==> src/rtl/mult_result_queue_pkg.sv <==
// Shared definitions for the multiply result queue and its neighbours.
//   MULT_STAGES : latency of the pipelined multiplier, start to done
//   XLEN        : datapath width of the cropped product
//   MRQ_TAG_W   : destination physical-register tag width
//   mult_result_t : {tag, value} record handed to the CDB arbiter
package mult_result_queue_pkg;

  localparam int MULT_STAGES = 4;
  localparam int XLEN        = 32;
  localparam int MRQ_TAG_W   = 6;

  typedef struct packed {
    logic [MRQ_TAG_W-1:0] tag;
    logic [XLEN-1:0]      value;
  } mult_result_t;

endpackage

==> src/rtl/mult_result_queue_if.sv <==
// Bundle of the handshakes between the result queue and its neighbours:
// the multiply reservation station (issue_*), the pipelined multiplier
// (mult_*) and the CDB arbiter (cdb_*).
//   slave  : view used by the result queue itself
//   master : view used by the surrounding logic (or a testbench)
interface mult_result_queue_if
  import mult_result_queue_pkg::*;
#(
  parameter int TAG_W = MRQ_TAG_W,
  parameter int W     = XLEN
);

  logic             issue_valid;
  logic [TAG_W-1:0] issue_tag;
  logic             issue_ready;
  logic             mult_start;
  logic             mult_done;
  logic [W-1:0]     mult_product;
  logic             cdb_valid;
  logic [TAG_W-1:0] cdb_tag;
  logic [W-1:0]     cdb_value;
  logic             cdb_grant;

  modport slave (
    input  issue_valid, issue_tag, mult_done, mult_product, cdb_grant,
    output issue_ready, mult_start, cdb_valid, cdb_tag, cdb_value
  );

  modport master (
    output issue_valid, issue_tag, mult_done, mult_product, cdb_grant,
    input  issue_ready, mult_start, cdb_valid, cdb_tag, cdb_value
  );

endinterface

==> src/rtl/mult_result_queue_fifo.sv <==
// Small circular result buffer with show-ahead output.
//   clock, reset : system clock, synchronous active-high reset
//   i_flush      : empties the buffer, overriding push and pop
//   i_push       : write i_pushData at the tail
//   i_pop        : retire the head entry (ignored while empty)
//   o_headData   : current head entry, valid whenever o_empty is low
//   o_empty/o_full : occupancy flags
module mult_result_fifo
  import mult_result_queue_pkg::*;
#(
  parameter int DEPTH = 4
) (
  input  logic         clock,
  input  logic         reset,
  input  logic         i_flush,
  input  logic         i_push,
  input  mult_result_t i_pushData,
  input  logic         i_pop,
  output mult_result_t o_headData,
  output logic         o_empty,
  output logic         o_full
);

  localparam int PTR_W = $clog2(DEPTH);
  localparam int CNT_W = $clog2(DEPTH + 1);

  mult_result_t     r_mem [DEPTH];
  logic [PTR_W-1:0] r_head;
  logic [PTR_W-1:0] r_tail;
  logic [CNT_W-1:0] r_count;
  logic             w_pop;

  // Pointers wrap explicitly so DEPTH need not be a power of two.
  function automatic logic [PTR_W-1:0] nextPtr(input logic [PTR_W-1:0] p);
    return (p == PTR_W'(DEPTH - 1)) ? '0 : p + PTR_W'(1);
  endfunction

  assign w_pop      = i_pop & ~o_empty;
  assign o_empty    = (r_count == '0);
  assign o_full     = (r_count == CNT_W'(DEPTH));
  assign o_headData = r_mem[r_head];

  always_ff @(posedge clock) begin
    if (reset || i_flush) begin
      r_head  <= '0;
      r_tail  <= '0;
      r_count <= '0;
    end else begin
      if (i_push) r_tail <= nextPtr(r_tail);
      if (w_pop)  r_head <= nextPtr(r_head);
      case ({i_push, w_pop})
        2'b10:   r_count <= r_count + CNT_W'(1);
        2'b01:   r_count <= r_count - CNT_W'(1);
        default: r_count <= r_count;
      endcase
    end
  end

  // Storage carries no reset; entries are only observed once written.
  always_ff @(posedge clock) begin
    if (i_push && !reset && !i_flush) r_mem[r_tail] <= i_pushData;
  end

  // Admission credits make a push into a full, non-draining buffer impossible.
  assert property (@(posedge clock) disable iff (reset || i_flush)
                   !(i_push && o_full && !i_pop));

endmodule

==> src/rtl/mult_result_queue.sv <==
// Downstream companion of the pipelined multiplier. Accepts multiply issues,
// fires the multiplier start pulse, carries each destination tag alongside the
// fixed-latency pipe, captures the product on completion and buffers results
// until the CDB arbiter grants a broadcast.
//   clock, reset : system clock, synchronous active-high reset
//   squash       : flush of every in-flight and buffered op
//   bus          : issue / multiplier / CDB handshakes (slave view)
module mult_result_queue
  import mult_result_queue_pkg::*;
#(
  parameter int TAG_W = MRQ_TAG_W,
  parameter int DEPTH = 4,
  parameter int LAT   = MULT_STAGES
) (
  input  logic                 clock,
  input  logic                 reset,
  input  logic                 squash,
  mult_result_queue_if.slave   bus
);

  localparam int CNT_W = $clog2(DEPTH + 1);

  // Credits: in-flight ops plus buffered results, capped at DEPTH so every
  // op that enters the multiplier is guaranteed a buffer slot.
  logic [CNT_W-1:0] r_count;
  logic [LAT-1:0]   r_pipeValid;
  logic [TAG_W-1:0] r_pipeTag [LAT];

  logic         w_fire;
  logic         w_pop;
  logic         w_empty;
  logic         w_full;
  mult_result_t w_pushData;
  mult_result_t w_head;

  // Reset behaves like squash, so neither may let a new op start.
  assign w_fire          = bus.issue_valid & bus.issue_ready & ~squash & ~reset;
  assign bus.issue_ready = (r_count < CNT_W'(DEPTH));
  assign bus.mult_start  = w_fire;
  assign w_pop           = bus.cdb_grant & bus.cdb_valid;

  // Credit counter; fire and grant together cancel out.
  always_ff @(posedge clock) begin
    if (reset || squash) begin
      r_count <= '0;
    end else begin
      case ({w_fire, w_pop})
        2'b10:   r_count <= r_count + CNT_W'(1);
        2'b01:   r_count <= r_count - CNT_W'(1);
        default: r_count <= r_count;
      endcase
    end
  end

  // Valid bits of the metadata pipe; the last stage lines up with the
  // multiplier's done for the same op. Clearing them orphans any op still
  // inside the multiplier, so its later done is ignored.
  always_ff @(posedge clock) begin
    if (reset || squash) begin
      r_pipeValid <= '0;
    end else begin
      r_pipeValid[0] <= w_fire;
      for (int i = 1; i < LAT; i++) r_pipeValid[i] <= r_pipeValid[i-1];
    end
  end

  // Tags only matter where the matching valid is set, so they shift freely.
  always_ff @(posedge clock) begin
    r_pipeTag[0] <= bus.issue_tag;
    for (int i = 1; i < LAT; i++) r_pipeTag[i] <= r_pipeTag[i-1];
  end

  assign w_pushData.tag   = r_pipeTag[LAT-1];
  assign w_pushData.value = bus.mult_product;

  mult_result_fifo #(.DEPTH(DEPTH)) u_fifo (
    .clock      (clock),
    .reset      (reset),
    .i_flush    (squash),
    .i_push     (r_pipeValid[LAT-1]),
    .i_pushData (w_pushData),
    .i_pop      (w_pop),
    .o_headData (w_head),
    .o_empty    (w_empty),
    .o_full     (w_full)
  );

  // Head fields are forced to zero while empty so idle outputs stay clean.
  assign bus.cdb_valid = ~w_empty;
  assign bus.cdb_tag   = w_empty ? '0 : w_head.tag;
  assign bus.cdb_value = w_empty ? '0 : w_head.value;

  // A tracked op reaching the end of the pipe must coincide with done.
  assert property (@(posedge clock) disable iff (reset || squash)
                   r_pipeValid[LAT-1] |-> bus.mult_done);

  // Credits imply the buffer can never be full while an op is in flight.
  assert property (@(posedge clock) disable iff (reset || squash)
                   !(w_full && |r_pipeValid));

endmodule

==> src/flat_wrapper.sv <==
// flat-port wrapper written by rule: the top's interface ports become plain ports
module mult_result_queue_flat import mult_result_queue_pkg::*;
#(
  parameter int TAG_W = MRQ_TAG_W,
  parameter int DEPTH = 4,
  parameter int LAT   = MULT_STAGES
)
  (clock, reset, squash, bus_issue_valid, bus_issue_tag, bus_mult_done, bus_mult_product, bus_cdb_grant, bus_issue_ready, bus_mult_start, bus_cdb_valid, bus_cdb_tag, bus_cdb_value);
  mult_result_queue_if #(.TAG_W(TAG_W), .W(XLEN)) bus_i ();
  input  logic clock;
  input  logic reset;
  input  logic squash;
  input wire logic [$bits(bus_i.issue_valid)-1:0] bus_issue_valid;
  input wire logic [$bits(bus_i.issue_tag)-1:0] bus_issue_tag;
  input wire logic [$bits(bus_i.mult_done)-1:0] bus_mult_done;
  input wire logic [$bits(bus_i.mult_product)-1:0] bus_mult_product;
  input wire logic [$bits(bus_i.cdb_grant)-1:0] bus_cdb_grant;
  output wire logic [$bits(bus_i.issue_ready)-1:0] bus_issue_ready;
  output wire logic [$bits(bus_i.mult_start)-1:0] bus_mult_start;
  output wire logic [$bits(bus_i.cdb_valid)-1:0] bus_cdb_valid;
  output wire logic [$bits(bus_i.cdb_tag)-1:0] bus_cdb_tag;
  output wire logic [$bits(bus_i.cdb_value)-1:0] bus_cdb_value;
  assign bus_i.issue_valid = bus_issue_valid;
  assign bus_i.issue_tag = bus_issue_tag;
  assign bus_i.mult_done = bus_mult_done;
  assign bus_i.mult_product = bus_mult_product;
  assign bus_i.cdb_grant = bus_cdb_grant;
  assign bus_issue_ready = bus_i.issue_ready;
  assign bus_mult_start = bus_i.mult_start;
  assign bus_cdb_valid = bus_i.cdb_valid;
  assign bus_cdb_tag = bus_i.cdb_tag;
  assign bus_cdb_value = bus_i.cdb_value;
  mult_result_queue #(.TAG_W(TAG_W), .DEPTH(DEPTH), .LAT(LAT)) u_core (.clock(clock), .reset(reset), .squash(squash), .bus(bus_i));
endmodule
==> config.mk <==
export PLATFORM = sky130hd
export DESIGN_NAME = mult_result_queue_flat
export DESIGN_NICKNAME = d
export VERILOG_FILES = /design/src/rtl/mult_result_queue_pkg.sv /design/src/rtl/mult_result_queue_if.sv /design/src/rtl/mult_result_queue_fifo.sv /design/src/rtl/mult_result_queue.sv /design/src/flat_wrapper.sv
export SDC_FILE = /design/constraint.sdc
export NUM_CORES = 1
export LEC_CHECK = 0
export BUFFER_PORTS_ARGS = -buffer_cell sky130_fd_sc_hd__buf_4
export CAP_MARGIN = 10
export CORE_ASPECT_RATIO = 0.6
export CORE_MARGIN = 1
export CORE_UTILIZATION = 30
export CTS_BUF_LIST = sky130_fd_sc_hd__clkbuf_4 sky130_fd_sc_hd__clkbuf_8
export CTS_CLUSTER_DIAMETER = 40
export DETAILED_ROUTE_END_ITERATION = 10
export SLEW_MARGIN = 20
export SYNTH_ARGS = -nofsm -noshare
export SYNTH_HDL_FRONTEND = slang
export SYNTH_SLANG_ARGS = --single-unit
==> constraint.sdc <==
create_clock -name clock -period 2.35 [get_ports clock]
set_input_delay 0.47 -clock clock [delete_from_list [all_inputs] [get_ports clock]]
set_output_delay 0.47 -clock clock [all_outputs]
set_load 0.005 [all_outputs]
# Word-level counts from Yosys, hierarchy flattened
# Memories as Yosys holds them, arrays and structs flattened. A register that Yosys moved wholly into a read port is not among the register bits.
# Index checks and enable logic that the tools add are counted.
classes:
  add_sub_neg: 6
  n_lt_le_gt_ge: 1
  n_eq_ne: 6
  muxes: 10
  bitwise_logic: 8
  reduce_logical: 8
op_table:
  columns: ["op", "n"]
  rows:
  - ["32-bit 2-to-1 mux", 1]
  - ["3-bit one-hot mux with 2 select lines", 2]
  - ["2-bit == test (second input constant)", 4]
  - ["2-bit 2-to-1 mux", 4]
  - ["3-bit by 1-bit adder with 3-bit output (second input constant)", 2]
  - ["6-bit 2-to-1 mux", 1]
  - ["3-bit by 1-bit subtractor with 3-bit output (second input constant)", 2]
  - ["1-bit AND", 5]
  - ["2-bit by 1-bit adder with 2-bit output (second input constant)", 2]
  - ["2-bit by 1-bit == test with 1-bit output (second input constant)", 2]
  - ["2-bit nonzero test", 2]
  - ["3-bit logical NOT", 1]
  - ["3-bit < comparator (second input constant)", 1]
  - ["1-bit inverter", 3]
  - ["1-bit logical AND", 2]
  - ["1-bit logical NOT", 2]
  - ["1-bit 2-to-1 mux", 2]
  - ["1-bit logical OR", 1]
totals:
  reg_bits: 14
  mem_bits_rw: 176
  in_bits: 44
  out_inout_bits: 41
  elab_cells: 46
  n_memories: 2
memory_table:
  columns: ["memory", "words", "width", "rd", "rd_ports_with_merged_regs", "wr", "line_no", "text"]
  rows:
  - ["u_core.u_fifo.r_mem", 4, 38, 1, 1, 1, "mult_result_queue_fifo.sv:27", "mult_result_t r_mem [DEPTH];"]
  - ["u_core.r_pipeTag", 4, 6, 4, 0, 4, "mult_result_queue.sv:27", "logic [TAG_W-1:0] r_pipeTag [LAT];"]

# Longest topological paths before layout
logic_depth:
  ltp_word: 6
  mapped_depth: 8
  mapped_depth_nobuf: 8

# Cells and area by module
# From an unflattened synthesis, not the netlist that was laid out.
hier_totals:
  hier_cells: 348
  hier_area_um2: 6986.7
by_module_without_submodules:
  columns: ["mod", "n_inst", "cells_per_inst", "area_each_um2", "seq_area_each_um2"]
  rows:
  - ["mult_result_fifo", 1, 251, 5965.7, 4744.6]
  - ["mult_result_queue", 1, 97, 1021.0, 620.6]

# Worst setup path before layout
# Ideal clock, no wire load.
synth_timing:
  kind: "input to register"
  start: "in squash"
  end: "mem u_core.u_fifo.r_mem[0][0] (netlist bit) (enable)"
  arrival_ns: 1.794
  required_ns: 1.951
  path_slack_ns: 0.157
  path_stages: 2
  n_path_buf: 0
  cell_sequence: "nor2_1 and3_1"
synth_between:
  elab_chain_cells: 4
synth_lines:
  columns: ["item", "line_no", "text"]
  rows:
  - ["start, declared", "flat_wrapper.sv:12", "input logic squash;"]
  - ["1-bit logical NOT", "mult_result_queue_fifo.sv:61", "if (i_push && !reset && !i_flush) r_mem[r_tail] <= i_pushData;"]
  - ["1-bit logical AND", "mult_result_queue_fifo.sv:61", null]
  - ["1-bit 2-to-1 mux", "mult_result_queue_fifo.sv:61", null]
  - ["1-bit 2-to-1 mux (implied by the code)", "mult_result_queue_fifo.sv:61", null]
  - ["end, declared", "mult_result_queue_fifo.sv:27", null]
# Every way passes these cells.

==> results.json <==
{
  "status": "finished, violations left",
  "violations": "negative setup slack",
  "worstPathArrival_ns": 1.91,
  "dieWidth_um": 199,
  "rsz0062_at_grt": "yes",
  "syn_area_mm2": 0.00695,
  "clk_pin_slew_worst_paths_ns": 0.09,
  "path_max_fanout": 7,
  "worst_ep_required_time_ns": 1.88,
  "syn_inst": 346,
  "final_antenna_net_count": 0,
  "power_density_mw_per_mm2": 671,
  "initial_core_util": 0.311,
  "max_slew_margin": 0.541,
  "report.final.setup_viol": 13,
  "ys.flop_type": "edfxtp_1",
  "first_pass_iters": 4,
  "fp.dieH_um": 120,
  "finalSetupTns_ns": -0.210,
  "final_core_util": 0.389,
  "cts_sinks": 192,
  "worst_slack_ns": -0.0284,
  "nets": 509,
  "tightestPinTransition_ns": 0.683,
  "synth-seq-cells": 192,
  "drt_iter0_markers": 165,
  "cts_buffers": 17,
  "instances_no_fill": 775,
  "vias": 3364,
  "diodes": 0,
  "coreArea_mm2": 0.0224,
  "rows": 42,
  "drive_above_1_share": 0.424,
  "critPathKind": "flip-flop to output pin",
  "grt_max_degree": 22,
  "portBuffers": 83,
  "grt_pass1_vias": 3691,
  "synth_area_leaders": "edfxtp_1 (66%), mux4_2 (12%), dfxtp_1 (12%)",
  "yosys_warnings": 0,
  "grt_pass1_wl_um": 20800,
  "timing.fmax_mhz": 420,
  "ys_top_cells_by_count": "edfxtp_1 (152), dfxtp_1 (40), mux4_2 (38), nor2b_1 (38), inv_1 (15)",
  "io_pins": 85,
  "pre_cts_ws_ns": 0.222,
  "worst_skew_pair.late_latency_ns": 0.46,
  "ir_drop_mv": 0.341,
  "final_max_slew_viol_count": 0,
  "gp_congestion": 0.717,
  "crit_path_end_kind": "output pin",
  "syn-num-nets": 399,
  "yosysSeqAreaShare": 0.772,
  "final.setup_skew_ns": 0.0124,
  "fin_crit_sh": 1.01,
  "synth_enable_flop_cells": 152,
  "via_per_inst": 4.34,
  "place_hpwl_um": 8120,
  "synth_most_common_cell": "edfxtp_1",
  "die_area_mm2": 0.0238,
  "synth-async-reset-ratio": 0,
  "grt_overflow": 0,
  "wl_um": 13500,
  "cts_root_buf": "clkbuf_8",
  "whs_ns": 0.101,
  "wire_per_inst_um": 17.5,
  "synth_largest_area_cell": "edfxtp_1",
  "synth_top_area_frac": 0.656,
  "cp-start-kind": "flip-flop",
  "h-tree-depth": 4,
  "p_leak_uw": 0.00297,
  "grtUsageTotal": 0.123,
  "reg2reg_slack_ns": 0.19,
  "dp_cells": 740,
  "maxCapViolations": 0,
  "cts_tree": "done",
  "syn_area_per_cell_um2": 20.1,
  "period_needed_ns": 2.38,
  "antenna_found_initial": 0,
  "synth.distinct_cells": 25,
  "finalHoldViolCount": 0,
  "area_growth_pct": 25.2,
  "hold_path.class": "input port to flip-flop",
  "clockBufferDepth": 2,
  "drc": 0
}
## metrics by stage
step	instance area [um^2]	total power, uW
after floorplan	6950	3770
after global placement	8040	3850
after detailed placement	8040	3850
after CTS	8630	5920
after global routing	8710	6050
final	8710	5840
## layer usage
layer / share of wire / wire length (um) / track usage
met2: 0.48 / 6440 / 0.194
met1: 0.44 / 5950 / 0.150
met5: 0 / 0 / 0
met4: 0.013 / 172 / 0.0462
met3: 0.072 / 968 / 0.0509
## flip-flops by register name, summed over array words and instances, names as in the netlist, named ones only
signal	flops
u_core.u_fifo.r_mem	152
u_core.r_pipeTag	24
u_core.r_pipeValid	4
u_core.r_count	3
u_core.u_fifo.r_count	3
u_core.u_fifo.r_head	2
u_core.u_fifo.r_tail	2
## worst max-delay path, stage by stage, from the launching register on
cell	delay [ns]
dfxtp_4	0.39
buf_12	0.14
buf_16	0.14
mux4_2	0.48
nor2b_2	0.17
buf_6	0.14
## area by class of cell
type / count / area, um^2
fill: 2072 / 13700
sequential: 192 / 5370
multi-input combinational: 126 / 1590
timing repair buffer: 104 / 930
tap: 308 / 385
clock buffer: 20 / 256
clock inverter: 10 / 115
inverter: 15 / 56.3
## logic make-up after synthesis
logic type	count (synthesis)	synth area share
AOI/OAI and AO/OA	10	0.00756
xor gates and xnor gates	4	0.00504
adders and majority gates	9	0.0184
buffers and inverters	28	0.0196
DFF	192	0.772
muxes	39	0.125
and+or+nand+nor	64	0.0533
## placed cells by master (no fill, tap or decap), types with 3 or more instances in the layout
master	netlist	final
a21oi_1	6	6
and2_1	3	3
and3_2	0	4
buf_12	0	4
buf_4	1	79
buf_6	3	19
clkbuf_4	0	3
clkbuf_8	0	17
dfxtp_1	40	38
edfxtp_1	152	152
ha_1	7	7
inv_1	15	15
mux4_2	38	38
nor2_1	9	9
nor2b_1	38	19
nor2b_4	0	17
o21ai_0	3	3
or3_1	3	3
xor2_1	4	4
## worst paths after layout
| check | startpoint | endpoint | cells past startpoint |
|---|---|---|---|
| max | flip-flop | bus_cdb_value[7] | 5 |
| min | bus_issue_tag[4] | u_core.r_pipeTag[0][4] | 1 |
| max reg2reg | u_core.u_fifo.r_count[2] | u_core.u_fifo.r_count[2] | 8 |
| min reg2reg | u_core.r_pipeTag[1][5] | u_core.r_pipeTag[2][5] | 0 |
## where the power goes
group / switching (uW) / total [uW] / internal [uW]
logic: 40.1 / 91.0 / 51.0
clock network: 1100 / 2070 / 967
registers: 8.61 / 3680 / 3680
## timing repair
action / 4_1_cts / 5_1_grt
gates cloned: 1 / 0
pin swaps: 0 / 0
resized for setup: 39 / 17
hold buffers: 0 / 0
setup endpoints to repair: 33 / 37
endpoints found under the hold margin: 0 / 0
setup buffers: 3 / 1
No activity file was read; power rests on OpenSTA's default activity.
